### config.mk
export PLATFORM = sky130hd
export DESIGN_NAME = seg_scan_reader
export DESIGN_NICKNAME = d
export VERILOG_FILES = /design/src/rtl/seg_scan_reader.sv
export SDC_FILE = /design/constraint.sdc
export NUM_CORES = 1
export LEC_CHECK = 0
export BUFFER_PORTS_ARGS = -buffer_cell sky130_fd_sc_hd__buf_2
export CORE_ASPECT_RATIO = 2
export CORE_MARGIN = 2
export CORE_UTILIZATION = 50
export DETAILED_ROUTE_END_ITERATION = 8
export PLACE_DENSITY = 0.76
export SETUP_SLACK_MARGIN = 0.02
export SLEW_MARGIN = 30
export SYNTH_ARGS = -nofsm -noshare
export SYNTH_HDL_FRONTEND = slang
export SYNTH_SLANG_ARGS = --single-unit
### constraint.sdc
create_clock -name clk -period 2.6 [get_ports clk]
set_input_delay 0.26 -clock clk [delete_from_list [all_inputs] [get_ports clk]]
set_output_delay 0.26 -clock clk [all_outputs]
set_load 0.01 [all_outputs]
### src/rtl/seg_scan_reader.sv
// seg_scan_reader
// Snoops a multiplexed, active-low, common-anode 7-segment display bus and
// recovers the BCD code shown on each digit. Each (segment, digit) pair must
// hold for STABLE_CNT synchronized samples before it is accepted. Once every
// digit has been accepted, the collected frame is published for one cycle.
//
// Ports:
//   clk         system clock, rising edge
//   rst         asynchronous active-high reset
//   seg_n       segments {a,b,c,d,e,f,g}, a at bit 6, 0 = lit (async input)
//   dig_sel     one-hot digit enable, bit i selects digit i (async input)
//   bcd_out     published frame, digit i at [4i+3:4i]
//   digit_err   per-digit illegal-pattern flag for the published frame
//   frame_valid one-cycle strobe when bcd_out/digit_err update
module seg_scan_reader #(
  parameter int DIGITS     = 4,
  parameter int STABLE_CNT = 3
) (
  input  logic                  clk,
  input  logic                  rst,
  input  logic [6:0]            seg_n,
  input  logic [DIGITS-1:0]     dig_sel,
  output logic [4*DIGITS-1:0]   bcd_out,
  output logic [DIGITS-1:0]     digit_err,
  output logic                  frame_valid
);

  typedef enum logic [1:0] {
    ST_IDLE    = 2'd0,
    ST_COLLECT = 2'd1,
    ST_PUBLISH = 2'd2
  } state_t;

  localparam logic [3:0]        CNT_SAT = 4'(STABLE_CNT - 1);
  localparam logic [DIGITS-1:0] DIG_ONE = DIGITS'(1);

  // Returns {err, code} for one segment pattern.
  function automatic logic [4:0] decode_seg(input logic [6:0] pat);
    logic [4:0] res;
    case (pat)
      7'b0000001: res = {1'b0, 4'h0};
      7'b1001111: res = {1'b0, 4'h1};
      7'b0010010: res = {1'b0, 4'h2};
      7'b0000110: res = {1'b0, 4'h3};
      7'b1001100: res = {1'b0, 4'h4};
      7'b0100100: res = {1'b0, 4'h5};
      7'b0100000: res = {1'b0, 4'h6};
      7'b0001111: res = {1'b0, 4'h7};
      7'b0000000: res = {1'b0, 4'h8};
      7'b0000100: res = {1'b0, 4'h9};
      7'b1111111: res = {1'b0, 4'hA};
      default:    res = {1'b1, 4'hF};
    endcase
    return res;
  endfunction

  logic [6:0]          seg_meta_r, s_seg_r, prev_seg_r;
  logic [DIGITS-1:0]   dig_meta_r, s_dig_r, prev_dig_r;
  logic [3:0]          stab_cnt_r, cnt_next_s;
  logic                taken_r;
  logic                dig_onehot_s, same_s, accept_s, full_s;
  logic [4:0]          decoded_s;
  logic [4*DIGITS-1:0] shadow_bcd_r, shadow_bcd_next_s;
  logic [DIGITS-1:0]   shadow_err_r, shadow_err_next_s;
  logic [DIGITS-1:0]   seen_r, seen_base_s, seen_upd_s;
  state_t              state_r;

  // Two-flop synchronizers for the asynchronous display bus.
  always_ff @(posedge clk or posedge rst) begin
    if (rst) begin
      seg_meta_r <= 7'd0;
      s_seg_r    <= 7'd0;
      dig_meta_r <= '0;
      s_dig_r    <= '0;
    end else begin
      seg_meta_r <= seg_n;
      s_seg_r    <= seg_meta_r;
      dig_meta_r <= dig_sel;
      s_dig_r    <= dig_meta_r;
    end
  end

  // Stability detection and accept decision on the synchronized pair.
  always_comb begin
    dig_onehot_s = (s_dig_r != '0) && ((s_dig_r & (s_dig_r - DIG_ONE)) == '0);
    same_s       = dig_onehot_s && (s_seg_r == prev_seg_r) && (s_dig_r == prev_dig_r);
    if (!same_s) begin
      cnt_next_s = 4'd0;
    end else if (stab_cnt_r == CNT_SAT) begin
      cnt_next_s = CNT_SAT;
    end else begin
      cnt_next_s = stab_cnt_r + 4'd1;
    end
    // Counting the current sample, the dwell has now lasted STABLE_CNT samples.
    accept_s  = (cnt_next_s == CNT_SAT) && !taken_r;
    decoded_s = decode_seg(s_seg_r);
  end

  // Shadow frame with the current accept merged in; latest accept wins.
  always_comb begin
    shadow_bcd_next_s = shadow_bcd_r;
    shadow_err_next_s = shadow_err_r;
    for (int i = 0; i < DIGITS; i++) begin
      if (accept_s && s_dig_r[i]) begin
        shadow_bcd_next_s[4*i +: 4] = decoded_s[3:0];
        shadow_err_next_s[i]        = decoded_s[4];
      end else begin
        shadow_bcd_next_s[4*i +: 4] = shadow_bcd_r[4*i +: 4];
        shadow_err_next_s[i]        = shadow_err_r[i];
      end
    end
  end

  // Coverage tracking; a publish cycle starts from an empty seen set so an
  // accept landing there counts toward the next frame.
  always_comb begin
    if (state_r == ST_PUBLISH) begin
      seen_base_s = '0;
    end else begin
      seen_base_s = seen_r;
    end
    if (accept_s) begin
      seen_upd_s = seen_base_s | s_dig_r;
    end else begin
      seen_upd_s = seen_base_s;
    end
    full_s = accept_s && (seen_upd_s == '1);
  end

  // Previous-sample registers, dwell counter and once-per-dwell flag.
  always_ff @(posedge clk or posedge rst) begin
    if (rst) begin
      prev_seg_r <= 7'd0;
      prev_dig_r <= '0;
      stab_cnt_r <= 4'd0;
      taken_r    <= 1'b0;
    end else begin
      prev_seg_r <= s_seg_r;
      prev_dig_r <= s_dig_r;
      stab_cnt_r <= cnt_next_s;
      if (accept_s) begin
        taken_r <= 1'b1;
      end else if (cnt_next_s == 4'd0) begin
        taken_r <= 1'b0;
      end else begin
        taken_r <= taken_r;
      end
    end
  end

  // Shadow frame storage.
  always_ff @(posedge clk or posedge rst) begin
    if (rst) begin
      shadow_bcd_r <= '0;
      shadow_err_r <= '0;
    end else begin
      shadow_bcd_r <= shadow_bcd_next_s;
      shadow_err_r <= shadow_err_next_s;
    end
  end

  // Frame FSM with registered outputs.
  always_ff @(posedge clk or posedge rst) begin
    if (rst) begin
      state_r     <= ST_IDLE;
      seen_r      <= '0;
      bcd_out     <= '0;
      digit_err   <= '0;
      frame_valid <= 1'b0;
    end else if (full_s) begin
      state_r     <= ST_PUBLISH;
      seen_r      <= '0;
      bcd_out     <= shadow_bcd_next_s;
      digit_err   <= shadow_err_next_s;
      frame_valid <= 1'b1;
    end else begin
      state_r     <= (seen_upd_s == '0) ? ST_IDLE : ST_COLLECT;
      seen_r      <= seen_upd_s;
      bcd_out     <= bcd_out;
      digit_err   <= digit_err;
      frame_valid <= 1'b0;
    end
  end

endmodule

==> out/summary.txt, run 1 <==
Mapped Area = 3460 µm²
Slew margin rel. = 0.510
Syn_area_per_cell = 13.5 µm²
Ys async rst share = 1.00
DR iter-0 viols = 71
Critical path required time = 2820 ps
Synth area leader = dfrtp_1
Top-count cell post-synth = dfrtp_1
CP max stage delay = 580 ps
Max Freq = 383 MHz
Worst reg2reg setup slack = -9 ps
H-tree levels = 3
Clk root buf = clkbuf_16
R2R cell count = 8
Worst vdd ir = 0.472 mV
Run status = complete, but fails checks
PwrDens = 624 nW/µm²
Critical Path End Type = register
DP Wirelength = 4.72 mm
Dominant cells by area after synthesis = dfrtp_1, mux2_2, mux2_1
Diodes inserted = 0
Reg2reg end = bcd_out[2]
Die W = 62.8 µm
Worst Setup Start Kind = register
Clock transition at the registers of the reported paths = 60 ps
Final Setup Violations = 3
Final Max Tran Viols = 0
Worst setup path endpoint = bcd_out[2]
Main flop type after synthesis = dfrtp_1
Final WS setup = -8.67 ps
PortBufs = 33
Core area = 6670 µm²
Post-Layout Cell Count = 418
Sequential cell area = 2110 µm²
Routed WL = 7.70 mm
Slowest cell on the critical path = or4_4
Drt wl/cell = 18.4 µm
Worst r2r src = s_dig_r[1]
Top Ports = 34
Synth Register Bits = 84
Fin. Hold Viols = 0
CTS Sinks = 84
Total GRT Usage = 0.219
Post-place setup slack = -96.0 ps
Remaining DRCs = 0
Fin nets = 342
Post-synth top cells = dfrtp_1, mux2_2, mux2_1
Clock skew = 10.5 ps
Max-capacitance violation count = 0
TritonCTS clock tree = yes
Largest buffer count on any clock path = 2
Period utilization = 1.00
Synth cell types = 43
Synth-to-Final Area Change = 31.1%
Post-synth EDFFs = 0
Total global routing overflow = 0
Placed Cells incl. Taps = 392
Die Y = 122 µm
Share of layout cells above drive strength 1 = 0.455
Initial core utilization = 0.518
RSZ-0062 raised after global routing = true
Seq/Total Area, Yosys = 0.608
Min Tclk post-route = 2610 ps
Initial antenna violation count = 0
Net count after synthesis = 272
Failing checks = negative setup slack
Rows = 42
Crit-path cells = buf_4 -> nor2_1 -> a211oi_2 -> or4_4 -> nor4_4 -> buf_6 -> mux2_2 -> mux2_1
Cts-stage hold buffer count = 0
Synth Instances = 257
Largest net degree at the start of global routing = 44
Multi-input logic area = 1480 µm²
Vias in the first global route = 2478
Crit path kind = register to register
ANT nets after route = 0
First-pass iteration count of the detailed router = 4
Max FO, Critical Path = 6
Path type of the worst min-delay path = primary input to async pin
Vias per cell = 5.58
First-pass GRT wire length = 12.3 mm
Top-area cell type share of the netlist area = 0.608
Vias = 2332
Leakage power = 2.16 nW
WP data arrival = 2830 ps
Cts bufs inserted = 9
GP Congestion = 0.791
Worst skew pair latency = 340 ps
Die area = 7640 µm²
Beginning of the critical path = s_dig_r[1]
FILL cells = 455
Worst-margin pin slew = 735 ps
Synthesis Warnings = 0
## layout by cell type (no fill, tap or decap), types with 2 or more instances in the layout
master and count:
buf_4 31, mux2_4 24, clkbuf_16 10, buf_6 6, nand2_1 6, ha_1 2
nor3b_1 4, o22ai_1 2, nand2b_1 3, xnor2_2 7, nor2_1 12, nand3_1 3
dfrtp_2 4, nor4b_4 2, clkbuf_8 4, buf_2 33, or4_4 2, xor2_1 2
and3b_1 3, inv_1 2, xnor2_1 6, nor3_1 8, mux2_1 4, nor4_4 5
nand4_1 6, a21oi_1 15, o21ai_0 4, and3_1 2, or2b_1 3, mux2_2 12
dfrtp_1 80
## worst min path at each step
stage / slack [ps] / end / from / cells past startpoint
after floorplan: 290 / dig_meta_r[0] / dig_sel[0] / 0
after global placement: 330 / s_seg_r[6] / seg_meta_r[6] / 0
after detailed placement: 330 / s_seg_r[5] / seg_meta_r[5] / 0
after CTS: 20 / dig_meta_r[2] / dig_sel[2] / 1
after global routing: 20 / seg_meta_r[2] / seg_n[2] / 1
final: 10 / seg_meta_r[1] / rst / 2
## where the power goes
group	switching [mW]	leakage [nW]	total, mW	internal, mW
clock network	0.469	0.154	1.31	0.837
registers	0.0220	1.09	1.36	1.33
logic	0.0909	0.914	0.165	0.0746
## critical path, delay by kind of cell (launching register included)
family / cells / cell delay (ps)
muxes: 2 / 630
DFF: 1 / 470
and+or+nand+nor: 3 / 900
buffers and inverters: 2 / 350
AOI/OAI and AO/OA: 1 / 110
## metal layers
metal  part of all wire  global-route usage  up-vias  routed length, µm
li1                   -                   -     1057                  -
met1               0.37               0.229     1174               2860
met2               0.55               0.389       71               4200
met3              0.039              0.0508       30                303
met4              0.044               0.142        0                337
met5                  0                   0        -                  0
## through the flow
stage               total power [mW]  utilization  instance area, µm²  hold WS (ps)  setup TNS (ps)
floorplan                       1.45            -                3470           291               0
global placement                1.51        0.582                3890           333           -1250
detailed placement              1.51        0.582                3890           335           -1650
CTS                             2.83        0.665                4440          23.6           -13.2
global route                    2.92        0.679                4530          20.4           -1280
finish                          2.83        0.679                4530          11.3           -14.9
## repair_timing
item	CTS	global route
pin swaps	11	2
resized for setup	36	16
endpoints found under the setup margin	20	20
buffers inserted	7	3
gates cloned	1	1
## state kept, by name (all words and copies together), names as in the netlist, 7 cells and up
| signal | flops |
|---|---|
| shadow_bcd_r | 16 |
| prev_seg_r | 7 |
| bcd_out | 16 |
| s_seg_r | 7 |
| seg_meta_r | 7 |
## cells by family (layout without fill, tap and decap cells)
kind of cell / count (synthesis) / count (layout) / synth area share
buf+inv: 16 / 89 / 0.0232
xor+xnor: 15 / 15 / 0.0380
simple gates: 67 / 67 / 0.132
mux: 40 / 40 / 0.130
fa+ha+maj: 2 / 2 / 0.00724
compound gates: 33 / 33 / 0.0612
flops: 84 / 84 / 0.608
## layout make-up
type                            count  share of cell area
Sequential cell                    84               0.465
Multi-Input combinational cell    157               0.327
Timing Repair Buffer               72               0.113
Clock buffer                       13              0.0618
Tap cell                           88              0.0243
Clock inverter                      1             0.00662
Inverter                            3             0.00276
(Power assumes the default switching activity.)
==> run 2: changes to the inputs <==
Settings changed: ABC_AREA set to 1.
==> run 2 against run 1 <==
The flow now finishes without violations. Register-to-register slack improved by 300 ps. Non-clock buffer count fell by 31. Synthesized cell count rose by 53%. Clock skew fell by 3.2 ps. Worst setup slack improved by 300 ps. Total power fell by 3.4%. Largest cell class unchanged.
==> out/summary.txt, run 2 <==
Total GRT Usage = 0.204 (was 0.219)
Fin. Hold Viols = 0 (unchanged)
Vias = 2634 (was 2332)
Dominant cells by area after synthesis = dfrtp_1, nand2_1, inv_1 (was dfrtp_1, mux2_2, mux2_1)
Critical path required time = 2880 ps (was 2820 ps)
H-tree levels = 3 (unchanged)
Slew margin rel. = 0.731 (was 0.510)
PwrDens = 659 nW/µm² (was 624 nW/µm²)
RSZ-0062 raised after global routing = false (was true)
Die Y = 123 µm (was 122 µm)
Worst-margin pin slew = 402 ps (was 735 ps)
CTS Sinks = 84 (unchanged)
Synth Instances = 394 (was 257)
Cts bufs inserted = 9 (unchanged)
GP Congestion = 0.875 (was 0.791)
TritonCTS clock tree = yes (unchanged)
Worst r2r src = s_seg_r[0] (was s_dig_r[1])
Worst skew pair latency = 340 ps (about the same)
ANT nets after route = 0 (unchanged)
Top-area cell type share of the netlist area = 0.596 (was 0.608)
Placed Cells incl. Taps = 514 (was 392)
Synth Register Bits = 84 (unchanged)
Run status = complete, no violations (was complete, but fails checks)
CP max stage delay = 440 ps (was 580 ps)
Clock transition at the registers of the reported paths = 60 ps (about the same)
PortBufs = 33 (unchanged)
Final Max Tran Viols = 0 (unchanged)
DR iter-0 viols = 90 (was 71)
Drt wl/cell = 13.4 µm (was 18.4 µm)
Initial antenna violation count = 0 (unchanged)
Clk root buf = clkbuf_16 (unchanged)
Max FO, Critical Path = 20 (was 6)
Crit-path most repeated cell = nand2_1
Top-count cell post-synth = nand2_1 (was dfrtp_1)
Ys async rst share = 1.00 (unchanged)
Vias in the first global route = 2595 (was 2478)
Post-CTS setup buffers = 0 (was 7)
Syn_area_per_cell = 8.96 µm² (was 13.5 µm²)
Core area = 6890 µm² (was 6670 µm²)
Routed WL = 7.10 mm (was 7.70 mm)
Synth area leader = dfrtp_1 (unchanged)
Synth-to-Final Area Change = 17.5% (was 31.1%)
Most frequent cells in the layout = nand2_1, dfrtp_1, inv_1 (was dfrtp_1, buf_2, buf_4)
Seq/Total Area, Yosys = 0.596 (was 0.608)
First-pass iteration count of the detailed router = 5 (was 4)
Synth cell types = 32 (was 43)
Max-capacitance violation count = 0 (unchanged)
Post-Layout Cell Count = 531 (was 418)
Vias per cell = 4.96 (was 5.58)
Leakage power = 2.35 nW (was 2.16 nW)
Post-synth top cells = nand2_1, dfrtp_1, inv_1 (was dfrtp_1, mux2_2, mux2_1)
Post-synth EDFFs = 0 (unchanged)
Worst hold start = seg_n[4]
Most common cell after layout, fill and taps aside = nand2_1 (was dfrtp_1)
Reg2reg end = digit_err[3] (was bcd_out[2])
DP Wirelength = 5.07 mm (was 4.72 mm)
Synthesis Warnings = 0 (unchanged)
First-pass GRT wire length = 12.0 mm (was 12.3 mm)
Share of layout cells above drive strength 1 = 0.181 (was 0.455)
WP data arrival = 2590 ps (was 2830 ps)
Utilization after layout = 0.602 (was 0.679)
Die W = 63.4 µm (was 62.8 µm)
Largest buffer count on any clock path = 2 (unchanged)
Hold Slack = 22.0 ps (was 11.3 ps)
Main flop type after synthesis = dfrtp_1 (unchanged)
Remaining DRCs = 0 (unchanged)
Period utilization = 0.888 (was 1.00)
Worst reg2reg setup slack = 290 ps (was -9 ps)
Crit-path cells = inv_2 -> nand2_1 -> nand2_1 -> nor2_1 -> nand3_2 -> inv_2 -> nand3_2 -> nor2_8 -> nand3_2 -> nand2_2 -> nand2_1 -> nor2_2 -> buf_4 -> nand3_1 -> nand2_1 (was buf_4 -> nor2_1 -> a211oi_2 -> or4_4 -> nor4_4 -> buf_6 -> mux2_2 -> mux2_1)
Clock skew = 7.26 ps (was 10.5 ps)
Largest net degree at the start of global routing = 66 (was 44)
Net count after synthesis = 409 (was 272)
Total global routing overflow = 0 (unchanged)
Crit path kind = register to register (unchanged)
Min Tclk post-route = 2310 ps (was 2610 ps)
Critical Path End Type = register (unchanged)
Final Setup Violations = 0 (was 3)
Die area = 7790 µm² (was 7640 µm²)
Worst Setup Start Kind = register (unchanged)
Setup TNS = 0 ps (was -14.9 ps)
Top Ports = 34 (unchanged)
Mapped Area = 3530 µm² (was 3460 µm²)
Hold Crit Depth = 1
Initial core utilization = 0.513 (was 0.518)
Largest regs = bcd_out: 16 flops, shadow_bcd_r: 16 flops (unchanged)
R2R cell count = 15 (was 8)
Diodes inserted = 0 (unchanged)
Slowest cell on the critical path = dfrtp_1 (was or4_4)
Worst hold endpoint = seg_meta_r[4]
Path type of the worst min-delay path = primary input to register (was primary input to async pin)
Worst vdd ir = 0.491 mV (was 0.472 mV)
Rows = 43 (was 42)
Fin nets = 451 (was 342)
Max Freq = 433 MHz (was 383 MHz)
## run 2: worst max-delay path, delay by kind of cell (launching register included)
family	cells	cell delay, ps
DFF	1	440
buffers and inverters	3	400
and+or+nand+nor	12	1410
## run 2: cells by family after synthesis
group           after synthesis  synth area share
buf+inv                      57            0.0673
compound gates               24            0.0425
flops                        84             0.596
xor+xnor                      4           0.00993
simple gates                223             0.278
fa+ha+maj                     2           0.00709
## run 2: layout make-up
class	count	area, µm²
Fill cell	620	2740
Clock buffer	9	225
Multi-Input combinational cell	253	1200
Inverter	47	178
Sequential cell	84	2100
Tap cell	90	113
Clock inverter	7	76.3
Timing Repair Buffer	41	253
## run 2: how the worst max path moves through the flow
stage                          start            to  slack [ps]
after floorplan                  rst    bcd_out[0]         170
after global placement    s_dig_r[3]  digit_err[2]         340
after detailed placement  s_dig_r[3]    bcd_out[7]         260
after CTS                 s_dig_r[3]    bcd_out[7]         240
after global routing      s_dig_r[3]  digit_err[1]          60
final                     s_seg_r[0]  digit_err[3]         290
## run 2: stage by stage
step / worst slack (ps) / cell area, µm² / total power [mW]
after floorplan: 175 / 3530 / 1.44
after global placement: 340 / 3820 / 1.48
after detailed placement: 256 / 3820 / 1.48
after CTS: 236 / 4140 / 2.75
after global routing: 63.7 / 4150 / 2.83
final: 290 / 4150 / 2.73
## run 2: timing repair
action | in CTS | in global routing
gates resized for setup | 0 | 2
hold buffers | 1 | 0
endpoints found under the setup margin | 0 | 18
hold endpoints to repair | 19 | 0
## run 2: routing by layer
layer | share of wire | global-route usage | up-vias | wire, µm
met4 | 0.032 | 0.115 | 0 | 227
met5 | 0 | 0 | - | 0
li1 | - | - | 1311 | -
met1 | 0.39 | 0.231 | 1249 | 2770
met3 | 0.034 | 0.0449 | 17 | 238
met2 | 0.54 | 0.353 | 57 | 3860
## run 2: report_power, final
part	internal (mW)	total, mW	switching (mW)
logic	0.0312	0.101	0.0699
registers	1.33	1.36	0.0237
clock network	0.748	1.28	0.528
==> run 3: changes to the inputs <==
Settings changed: CORE_ASPECT_RATIO 2 to 1.75.
==> run 3 against run 2 <==
Sequential power barely moved. Wire length fell by 2.2%. Clock skew fell by 0.66 ps. The flow now finishes with violations (negative hold slack). Critical path type unchanged. Clock power fell by 6%.
==> out/summary.txt, run 3 (synthesized netlist as in run 2, its figures left out) <==
First-pass iteration count of the detailed router = 4 (was 5)
Worst reg2reg setup slack = 300 ps (was 290 ps)
Worst r2r src = s_dig_r[3] (was s_seg_r[0])
R2R cell count = 13 (was 15)
Worst Setup Start Kind = register (unchanged)
Max-capacitance violation count = 0 (unchanged)
TritonCTS clock tree = yes (unchanged)
DR iter-0 viols = 169 (was 90)
Setup TNS = 0 ps (unchanged)
Share of layout cells above drive strength 1 = 0.181 (about the same)
Most frequent cells in the layout = nand2_1, dfrtp_1, inv_1 (unchanged)
Post-CTS setup buffers = 0 (unchanged)
Vias = 2648 (was 2634)
Total global routing overflow = 0 (unchanged)
Initial antenna violation count = 0 (unchanged)
Post-Layout Cell Count = 526 (was 531)
Leakage power = 2.33 nW (was 2.35 nW)
Diodes inserted = 0 (unchanged)
Vias in the first global route = 2615 (was 2595)
Path type of the worst min-delay path = primary input to async pin (was primary input to register)
PortBufs = 33 (unchanged)
Worst vdd ir = 0.541 mV (was 0.491 mV)
FILL cells = 559 (was 620)
Largest net degree at the start of global routing = 85 (was 66)
Largest regs = bcd_out: 16 flops, shadow_bcd_r: 16 flops (unchanged)
Fin. Hold Viols = 10 (was 0)
Fin nets = 452 (was 451)
Worst skew pair latency = 340 ps (about the same)
Gr busiest metal = met2 (unchanged)
Period utilization = 0.883 (was 0.888)
CTS Sinks = 84 (unchanged)
GP Congestion = 0.822 (was 0.875)
Reg2reg end = bcd_out[10] (was digit_err[3])
Largest buffer count on any clock path = 2 (unchanged)
Min Tclk post-route = 2300 ps (was 2310 ps)
Die area = 7770 µm² (was 7790 µm²)
Sequential cell area = 2100 µm² (about the same)
Multi-input logic area = 1190 µm² (was 1200 µm²)
Slew margin rel. = 0.709 (was 0.731)
Clock skew = 6.60 ps (was 7.26 ps)
Cts-stage hold buffer count = 0 (was 1)
Hold Slack = -4.70 ps (was 22.0 ps)
Failing checks = negative hold slack
Die W = 67.5 µm (was 63.4 µm)
Crit path kind = register to register (unchanged)
Top Ports = 34 (unchanged)
Run status = complete, but fails checks (was complete, no violations)
Max Freq = 435 MHz (was 433 MHz)
Initial core utilization = 0.515 (was 0.513)
Placed Cells incl. Taps = 510 (was 514)
PwrDens = 647 nW/µm² (was 659 nW/µm²)
Final Max Tran Viols = 0 (unchanged)
Routed WL = 6.94 mm (was 7.10 mm)
DP Wirelength = 4.89 mm (was 5.07 mm)
WP data arrival = 2530 ps (was 2590 ps)
Cts bufs inserted = 9 (unchanged)
H-tree levels = 3 (unchanged)
Vias per cell = 5.03 (was 4.96)
Post_cts resized = 0 (unchanged)
Worst-margin pin slew = 436 ps (was 402 ps)
Core area = 6860 µm² (was 6890 µm²)
Die Y = 115 µm (was 123 µm)
Total GRT Usage = 0.207 (was 0.204)
Final Setup Violations = 0 (unchanged)
Remaining DRCs = 0 (unchanged)
Synth-to-Final Area Change = 16.4% (was 17.5%)
Critical path required time = 2830 ps (was 2880 ps)
Most common cell after layout, fill and taps aside = nand2_1 (unchanged)
Clk root buf = clkbuf_16 (unchanged)
Rows = 40 (was 43)
Critical Path End Type = register (unchanged)
Met3 Usage GRT = 0.0626 (was 0.0449)
RSZ-0062 raised after global routing = false (unchanged)
First-pass GRT wire length = 11.6 mm (was 12.0 mm)
Drt wl/cell = 13.2 µm (was 13.4 µm)
Clock transition at the registers of the reported paths = 60 ps (about the same)
Max FO, Critical Path = 11 (was 20)
ANT nets after route = 0 (unchanged)
Met1 GRT Util = 0.231 (about the same)
GR Util met2 = 0.335 (was 0.353)
## run 3: changes by cell type in the layout (fill, tap and decap cells not counted), sizes merged
| cell | before | now |
|---|---|---|
| buf | 40 | 42 |
| bufinv | 1 | 0 |
| dlygate4sd3 | 1 | 0 |
| clkbuf | 9 | 12 |
| clkinv | 5 | 3 |
## run 3: worst max-delay path: stages, from the launching register on
cell	delay (ps)
dfrtp_1	530
nand2_1	130
nand2_1	70
nor2_1	110
nand3_1	70
nor2_1	140
nand3_2	140
nor2_8	190
nand3_2	110
nand2_2	110
nand4_2	220
buf_4	250
nand2_1	60
nand2_1	50
## run 3: worst max path at each step
stage / from / end / slack, ps / cells past startpoint
2_1_floorplan: rst / bcd_out[0] / 170 / 1
3_3_place_gp: s_dig_r[3] / bcd_out[11] / 390 / 13
3_5_place_dp: s_dig_r[3] / digit_err[0] / 290 / 13
4_1_cts: s_dig_r[3] / bcd_out[10] / 270 / 13
5_1_grt: s_dig_r[3] / bcd_out[10] / 60 / 13
6_report: s_dig_r[3] / bcd_out[10] / 300 / 13
## run 3: layout make-up
cell class                 count  share of cell area
clock inverter                 4             0.00792
clock buffer                  12              0.0624
tap                           84              0.0256
multi-input combinational    253               0.290
timing repair buffer          42              0.0597
sequential                    84               0.512
inverter                      47              0.0432
## run 3: metal layers
metal  wire [µm]  vias up
met4         220        0
met3         233       17
met2        3740       46
met5           0        -
li1            -     1312
met1        2740     1273
## run 3: metrics by stage
step / area, µm² / utilization / power (mW) / worst slack [ps]
finish: 4110 / 0.599 / 2.66 / 303
global route: 4110 / 0.599 / 2.77 / 55.1
CTS: 4110 / 0.599 / 2.68 / 267
detailed placement: 3820 / 0.557 / 1.48 / 291
global placement: 3820 / 0.557 / 1.48 / 392
floorplan: 3530 / - / 1.44 / 175
## run 3: power by group
part / switching, mW / leakage, nW / internal, mW / total [mW]
logic: 0.0689 / 1.10 / 0.0314 / 0.100
registers: 0.0240 / 1.10 / 1.33 / 1.36
clock network: 0.497 / 0.135 / 0.704 / 1.20
